===== config.mk =====
export PLATFORM = sky130hd
export DESIGN_NAME = store_wbuffer
export DESIGN_NICKNAME = d
export VERILOG_FILES = /design/src/rtl/wbuf_pkg.sv /design/src/rtl/wbuf_entry_cmp.sv /design/src/rtl/store_wbuffer.sv
export SDC_FILE = /design/constraint.sdc
export NUM_CORES = 1
export LEC_CHECK = 0
export ABC_AREA = 1
export ABC_CLOCK_PERIOD_IN_PS = 2850
export CAP_MARGIN = 25
export CORE_UTILIZATION = 35
export CTS_CLUSTER_DIAMETER = 50
export DETAILED_ROUTE_END_ITERATION = 8
export GPL_TIMING_DRIVEN = 0
export PLACE_DENSITY = 0.66
export SLEW_MARGIN = 20
export SYNTH_ARGS = -nofsm -noshare
export SYNTH_HDL_FRONTEND = slang
export SYNTH_SLANG_ARGS = --single-unit

===== constraint.sdc =====
create_clock -name clk -period 2.85 [get_ports clk]
set_input_delay 0.4275 -clock clk [delete_from_list [all_inputs] [get_ports clk]]
set_output_delay 0.4275 -clock clk [all_outputs]
set_load 0.1 [all_outputs]

===== src/rtl/wbuf_pkg.sv =====
// Shared definitions for the store write buffer: size codes, size-to-length helper
// and the buffered store entry record.
package wbuf_pkg;

  localparam logic [1:0] SZ_4B = 2'b00;
  localparam logic [1:0] SZ_1B = 2'b01;
  localparam logic [1:0] SZ_2B = 2'b10;
  localparam logic [1:0] SZ_3B = 2'b11;

  localparam int WBUF_PA_W   = 15;
  localparam int WBUF_DATA_W = 32;
  localparam int WBUF_EIP_W  = 32;

  function automatic logic [2:0] size_len(input logic [1:0] sz);
    case (sz)
      SZ_1B:   size_len = 3'd1;
      SZ_2B:   size_len = 3'd2;
      SZ_3B:   size_len = 3'd3;
      default: size_len = 3'd4;
    endcase
  endfunction

  typedef struct packed {
    logic [WBUF_PA_W-1:0]   pa;
    logic [WBUF_DATA_W-1:0] data;
    logic [1:0]             size;
    logic [WBUF_EIP_W-1:0]  eip;
  } wbuf_entry_t;

endpackage


===== src/rtl/wbuf_entry_cmp.sv =====
// Per-entry byte-range comparator: overlap of [pa, pa+len) ranges and exact pa/size match.
module wbuf_entry_cmp
  import wbuf_pkg::*;
#(
  parameter int PA_W = 15
) (
  input  logic [PA_W-1:0] e_pa,
  input  logic [1:0]      e_size,
  input  logic [PA_W-1:0] l_pa,
  input  logic [1:0]      l_size,
  output logic            overlap,
  output logic            exact
);

  logic [PA_W:0] e_start, e_end, l_start, l_end;

  // One extra bit keeps ranges near the top of the address space from wrapping.
  assign e_start = {1'b0, e_pa};
  assign l_start = {1'b0, l_pa};
  assign e_end   = e_start + (PA_W+1)'(size_len(e_size));
  assign l_end   = l_start + (PA_W+1)'(size_len(l_size));

  assign overlap = (e_start < l_end) && (l_start < e_end);
  assign exact   = (e_pa == l_pa) && (e_size == l_size);

endmodule


===== src/rtl/store_wbuffer.sv =====
// In-order store write buffer draining oldest-first over a valid/ready port.
// Define WBUF_FWD_EN to build store-to-load forwarding for younger loads.
module store_wbuffer
  import wbuf_pkg::*;
#(
  parameter int DEPTH  = 4,
  parameter int PA_W   = WBUF_PA_W,
  parameter int DATA_W = WBUF_DATA_W,
  parameter int EIP_W  = WBUF_EIP_W
) (
  input  logic              clk,
  input  logic              rst,
  input  logic              enq_v,
  input  logic [PA_W-1:0]   enq_pa,
  input  logic [DATA_W-1:0] enq_data,
  input  logic [1:0]        enq_size,
  input  logic [EIP_W-1:0]  enq_eip,
  output logic              stall,
  output logic              full,
  output logic              empty,
  output logic              mem_v,
  output logic [PA_W-1:0]   mem_pa,
  output logic [DATA_W-1:0] mem_data,
  output logic [1:0]        mem_size,
  output logic [EIP_W-1:0]  mem_eip,
  input  logic              mem_rdy,
  input  logic              ld_v,
  input  logic [PA_W-1:0]   ld_pa,
  input  logic [1:0]        ld_size,
  output logic              ld_hit,
  output logic [DATA_W-1:0] ld_data,
  output logic              ld_conflict
);

  localparam int PTR_W = $clog2(DEPTH);

  wbuf_entry_t       entries [DEPTH];
  logic [DEPTH-1:0]  valid;
  logic [PTR_W-1:0]  wr_ptr, rd_ptr;
  logic [PTR_W:0]    count;
  logic              push, pop;

  assign full  = (count == (PTR_W+1)'(DEPTH));
  assign empty = (count == '0);
  assign stall = enq_v & full;
  assign push  = enq_v & ~full;
  assign mem_v = valid[rd_ptr];
  assign pop   = mem_v & mem_rdy;

  assign mem_pa   = mem_v ? entries[rd_ptr].pa   : '0;
  assign mem_data = mem_v ? entries[rd_ptr].data : '0;
  assign mem_size = mem_v ? entries[rd_ptr].size : '0;
  assign mem_eip  = mem_v ? entries[rd_ptr].eip  : '0;

  // Control state: pointers, occupancy and per-entry valids
  always_ff @(posedge clk or negedge rst) begin
    if (!rst) begin
      wr_ptr <= '0;
      rd_ptr <= '0;
      count  <= '0;
      valid  <= '0;
    end else begin
      if (push) begin
        wr_ptr        <= wr_ptr + 1'b1;
        valid[wr_ptr] <= 1'b1;
      end
      if (pop) begin
        rd_ptr        <= rd_ptr + 1'b1;
        valid[rd_ptr] <= 1'b0;
      end
      case ({push, pop})
        2'b10:   count <= count + 1'b1;
        2'b01:   count <= count - 1'b1;
        default: count <= count;
      endcase
    end
  end

  // Entry payload storage, qualified by valid
  always_ff @(posedge clk) begin
    if (push) begin
      entries[wr_ptr] <= '{pa: enq_pa, data: enq_data, size: enq_size, eip: enq_eip};
    end
  end

`ifdef WBUF_FWD_EN
  logic [DEPTH-1:0] ovl, exact;

  for (genvar g = 0; g < DEPTH; g++) begin : g_cmp
    wbuf_entry_cmp #(.PA_W(PA_W)) u_cmp (
      .e_pa    (entries[g].pa),
      .e_size  (entries[g].size),
      .l_pa    (ld_pa),
      .l_size  (ld_size),
      .overlap (ovl[g]),
      .exact   (exact[g])
    );
  end

  // Youngest overlapping entry wins; scanning from wr_ptr-1 backwards visits live entries youngest-first.
  always_comb begin
    logic             found;
    logic [PTR_W-1:0] idx;
    logic [DATA_W-1:0] mask;
    ld_hit      = 1'b0;
    ld_conflict = 1'b0;
    ld_data     = '0;
    found       = 1'b0;
    idx         = '0;
    mask        = '0;
    for (int b = 0; b < DATA_W/8; b++) begin
      if (b < int'(size_len(ld_size))) mask[b*8 +: 8] = 8'hFF;
    end
    for (int i = 0; i < DEPTH; i++) begin
      idx = wr_ptr - PTR_W'(i + 1);
      if (ld_v && !found && valid[idx] && ovl[idx]) begin
        found = 1'b1;
        if (exact[idx]) begin
          ld_hit  = 1'b1;
          ld_data = entries[idx].data & mask;
        end else begin
          ld_conflict = 1'b1;
        end
      end
    end
  end
`else
  logic unused_ld;
  assign unused_ld   = ^{ld_v, ld_pa, ld_size};
  assign ld_hit      = 1'b0;
  assign ld_conflict = 1'b0;
  assign ld_data     = '0;
`endif

endmodule


==> run_results.csv, run 1 <==
group,metric,value,unit
synth,synth_area,13800,um^2
sta,finalWorstSetupSlack,62.9,ps
sta,worstMarginPinSlew,960,ps
route,drtPass1Iterations,5,
floorplan,ios,222,
clock_network,clock_path_buffers,3,
cells_and_area,mostFrequentLayoutCells,"edfxtp_1 (324), nor2_1 (254), o21ai_1 (136)",
worst_setup_path,cp_max_fo,10,
synth,ys_seq_elements,335,
run,drv_cap,0,
floorplan,num_rows,72,
global_routing,grt_overflow,0,
route,wl_per_cell,17.2,um
place,port_buffers,169,
floorplan,die_x,201,um
sta,fmax,359,MHz
global_routing,grt_max_degree,52,
place,gp_congestion,0.740,
clock_network,cts.htree.levels,2,
route,ant_nets,0,
floorplan,initial_core_util,35.6,%
worst_setup_path,arrival,2360,ps
cells_and_area,fill_cells,3519,
global_routing,track_usage,16.6,%
cells_and_area,area_growth,29.5,%
sta,slew_viol_final,0,
synth,synth_cell_types,26,
worst_setup_path,crit_required,2420,ps
cells_and_area,final_common_cell,"edfxtp_1",
global_routing,grt_pass1_vias,9093,
cells_and_area,final_nets,1524,
worst_setup_path,critical_path_class,"reg -> out",
synth,syn_inst,1161,
sta,hold_viol_final,0,
synth,synth.avg_cell_area,11.9,um^2
status,status,"finished clean",
synth,yosysSeqAreaShare,72.3,%
hold_path,min_path_type,"in -> async",
place,dp_worst_setup_slack,-634,ps
floorplan,die_h,201,um
clock_network,clock_sinks,335,
route,vias,9136,
clock_network,cts_tree,"yes",
cells_and_area,drive_above_1_share,17.4,%
route,wl,33700,um
clock_network,cts-root-buf,"clkbuf_16",
clock_network,cts_made_buffers,39,
place,dp_hpwl,20900,um
route,drc,0,
synth,yosysWarnings,0,
floorplan,die-area,40300,um^2
worst_setup_path,startpoint_type,"register",
floorplan,core,38800,um^2
global_routing,grt_pass1_wl,51100,um
sta,fin_crit_sh,97.8,%
clock_network,path_clk_slew,60,ps
sta,skew,17.2,ps
clock_network,insertion_delay,520,ps
sta,fin_crit,2790,ps
sta,slew_headroom,35.8,%
route,avgViaCountPerCell,4.66,
global_routing,antenna_found_initial,6,
sta,setup_violations,0,
worst_setup_path,endpoint_kind,"output pin",
route,drt_iter0_markers,484,
==> cell usage after synthesis (all sizes together) <==
library cell	instances	area (um^2)
nand3	8	50.1
a21oi	2	10.0
fa	1	20.0
xor2	1	8.76
dfrtp	11	275
ha	9	113
xnor2	2	17.5
o21ai	245	1230
conb	1	3.75
nand4	1	6.26
inv	108	408
nor3	1	5.00
nor2	254	953
clkbuf	23	86.3
nand2	97	367
edfxtp	324	9730
buf	73	561
==> per-stage QoR <==
| stage | TNS (ps) | hold WS, ps | util [%] | cell area [um^2] | instances |
|---|---|---|---|---|---|
| global route | -26.7 | 281 | 46.2 | 17900 | 1960 |
| finish | 0 | 251 | 46.2 | 17900 | 1961 |
| detailed placement | -36730 | 510 | 42.3 | 16400 | 1885 |
| global placement | -571730 | 503 | 42.0 | 16300 | 1881 |
| floorplan | 0 | 132 | - | 14000 | 1194 |
| CTS | -87.2 | 261 | 45.7 | 17700 | 1957 |
==> cells by family (layout without fill, tap and decap cells) <==
group / after synthesis / after routing / share of synthesized area [%]
buf+inv: 204 / 451 / 7.62
xor+xnor: 3 / 3 / 0.190
fa+ha+maj: 10 / 10 / 0.958
compound gates: 247 / 247 / 8.93
simple gates: 361 / 361 / 9.98
other cells: 1 / 36 / 0.0271
flops: 335 / 335 / 72.3
==> cell type report <==
cell class	count	area, um^2	share of cell area [%]
multi-input combinational	655	2920	16.3
sequential	335	10000	55.8
timing repair buffer	175	1880	10.5
clock buffer	46	1000	5.59
antenna	2	5.00	0.0279
inverter	108	433	2.41
timing repair inverter	1	8.76	0.0489
buffer	96	743	4.15
tap	518	648	3.62
clock inverter	25	288	1.61
==> registers in the layout, indices dropped and copies added, names as in the netlist <==
name     cells
count        3
valid        4
rd_ptr       2
wr_ptr       2
entries    324
==> repair_timing <==
action / CTS / global route
gates cloned: 1 / 0
gates resized for setup: 567 / 56
endpoints found under the setup margin: 84 / 82
hold buffers: 0 / 0
buffers inserted: 0 / 2
==> critical path: stages (launching register included) <==
cell	delay, ps
dfrtp_2	460
inv_2	150
buf_8	170
buf_8	190
buf_4	220
nor2_1	60
o21ai_1	130
nand2_1	90
inv_1	70
buf_4	280
==> metal layers <==
metal / track usage, % / share of wire, %
met5: 0 / 0.19
met4: 5.56 / 2.0
met3: 3.67 / 6.1
met2: 28.8 / 50
met1: 20.4 / 42
==> path summary, 6_finish.rpt <==
path                            startpoint  depth (start not counted)          end  slack (ps)
worst max-delay path             rd_ptr[0]                          9  mem_data[5]          60
worst min-delay path                   rst                          1     count[1]         250
worst max register to register   rd_ptr[0]                         12     count[2]         460
worst min register to register    count[2]                          1     count[2]         520
max in group asynchronous              rst                          1    rd_ptr[0]        2210
min in group clk                  count[2]                          1     count[2]         520
Power of run 1 is left out: the tool's default activity adds up to more than one toggle a clock period on the data nets, which glitch-free logic cannot reach.
==> run 2: changes to the inputs <==
- ABC_CLOCK_PERIOD_IN_PS: 2850 -> 3600
- CAP_MARGIN: 25 -> 20
- PLACE_DENSITY: 0.66 -> 0.64
- clock period: 2.85 -> 3.6 ns (I/O delays scaled with it)
==> run 2 against run 1 <==
Cell count did not move. Clock-buffer cell count up 2. Utilization down 0.17 points. Global-route usage rose by 0.23 points. Die area did not move. Non-clock buffer count down 2. Largest cell class unchanged.
==> run_results.csv, run 2 (same netlist as run 1, synthesis figures left out) <==
group,metric,value,unit
place,port_buffers,169,
worst_setup_path,crit_path_top_delay_cell,"clkdlybuf4s15_1",
cells_and_area,top_register,"entries",
global_routing,grt_pass1_vias,9104,
global_routing,antenna_found_initial,5,
place,dp_worst_setup_slack,31.3,ps
worst_setup_path,slowest_delay,840,ps
worst_setup_path,crit_required,3060,ps
place,dp_hpwl,20600,um
clock_network,insertion_delay,520,ps
clock_network,cts.htree.levels,2,
route,drt_iter0_markers,539,
worst_setup_path,arrival,2870,ps
worst_setup_path,crit_end,"mem_v",
cells_and_area,final_nets,1523,
route,drc,0,
clock_network,clock_sinks,335,
sta,slew_viol_final,0,
cells_and_area,fin_area,17900,um^2
sta,worstMarginPinSlew,965,ps
sta,finalWorstSetupSlack,190,ps
sta,fin_crit_sh,94.7,%
global_routing,grt_overflow,0,
cells_and_area,multiInputGateArea,2900,um^2
floorplan,initial_core_util,35.6,%
global_routing,grt_max_degree,65,
worst_setup_path,reg2reg_depth,12,
clock_network,path_clk_slew,60,ps
sta,whs,375,ps
sta,fmax,293,MHz
floorplan,die_x,201,um
place,dpl-instance-area,16400,um^2
cells_and_area,final_common_cell,"edfxtp_1",
clock_network,hold_buffers,0,
sta,setup_violations,0,
sta,rsz0062_at_grt,"false",
floorplan,die-area,40300,um^2
floorplan,num_rows,72,
cells_and_area,mostFrequentLayoutCells,"edfxtp_1 (324), nor2_1 (254), o21ai_1 (137)",
clock_network,cts_made_buffers,41,
sta,hold_viol_final,0,
clock_network,cts-root-buf,"clkbuf_16",
status,status,"finished clean",
worst_setup_path,r2r-end,"count[2]",
cells_and_area,largestRegisters,"entries x324, valid x4, count x3",
worst_setup_path,r2r-start,"rd_ptr[0]",
global_routing,grt_pass1_wl,51900,um
sta,skew,16.3,ps
worst_setup_path,startpoint_type,"register",
cells_and_area,fin_util,46.0,%
global_routing,track_usage,16.8,%
route,avgViaCountPerCell,4.60,
route,ant_nets,0,
route,vias,9029,
route,wl_per_cell,17.3,um
cells_and_area,drive_above_1_share,15.6,%
worst_setup_path,cp_max_fo,10,
floorplan,die_h,201,um
sta,slew_headroom,35.5,%
sta,fin_crit,3410,ps
hold_path,min_path_type,"in -> async",
run,drv_cap,0,
cells_and_area,fill_cells,3568,
route,drtPass1Iterations,5,
cells_and_area,largest_reg_flops,324,
route,wl,33900,um
floorplan,core,38800,um^2
clock_network,clock_path_buffers,3,
place,gp_congestion,0.744,
worst_setup_path,cp_common_cell,"buf_6",
clock_network,cts_setup_buffers,0,
worst_setup_path,crit_chain,"inv_2, buf_6, nand2_1, nand3_2, nand2_2, inv_4, buf_6, clkdlybuf4s15_1",
worst_setup_path,worst-path-buf-inv,5,
cells_and_area,area_growth,29.1,%
worst_setup_path,reg2reg_slack,1250,ps
worst_setup_path,endpoint_kind,"output pin",
worst_setup_path,critPathTopFamily,"buffers and inverters",
worst_setup_path,cp-startpoint,"rd_ptr[0]",
worst_setup_path,critical_path_class,"reg -> out",
worst_setup_path,cp.depth,8,
floorplan,ios,222,
cells_and_area,seqCellArea,10000,um^2
clock_network,cts_tree,"yes",
==> run 2: how the worst min path moves through the flow <==
stage               slack (ps)  cells after the start   endpoint  startpoint
floorplan                  240                      0   count[0]         rst
finish                     370                      1   count[2]         rst
detailed placement         480                      1   count[0]    count[0]
CTS                        370                      1  rd_ptr[0]         rst
global route               400                      1  rd_ptr[1]         rst
global placement           490                      1   count[2]    count[2]
==> run 2: metrics by stage <==
step	TNS, ps	instances
6_report	0	1961
5_1_grt	0	1960
4_1_cts	0	1960
3_5_place_dp	0	1885
3_3_place_gp	-345610	1881
2_1_floorplan	0	1194
==> run 2: timing repair <==
| action | CTS | global route |
|---|---|---|
| gates cloned | 0 | 0 |
| hold endpoints to repair | 0 | 0 |
| resized for setup | 243 | 11 |
| endpoints found under the setup margin | 82 | 8 |
==> run 2: final cells by class <==
type,instances,share of cell area [%]
timing repair buffer,173,10.5
antenna,1,0.0140
clock inverter,27,1.63
clock buffer,48,5.89
sequential,335,56.0
buffer,96,3.63
tap,518,3.63
inverter,108,2.40
multi-input combinational,655,16.3
==> run 2: metal layers <==
layer | wire, um | GRT usage (%) | vias to the layer above
met2 | 16400 | 28.7 | 259
met5 | 61 | 0 | -
met4 | 794 | 5.13 | 8
met3 | 1980 | 3.67 | 62
met1 | 14700 | 21.3 | 4304
li1 | - | - | 4396
Power of run 2 is left out for the same reason.
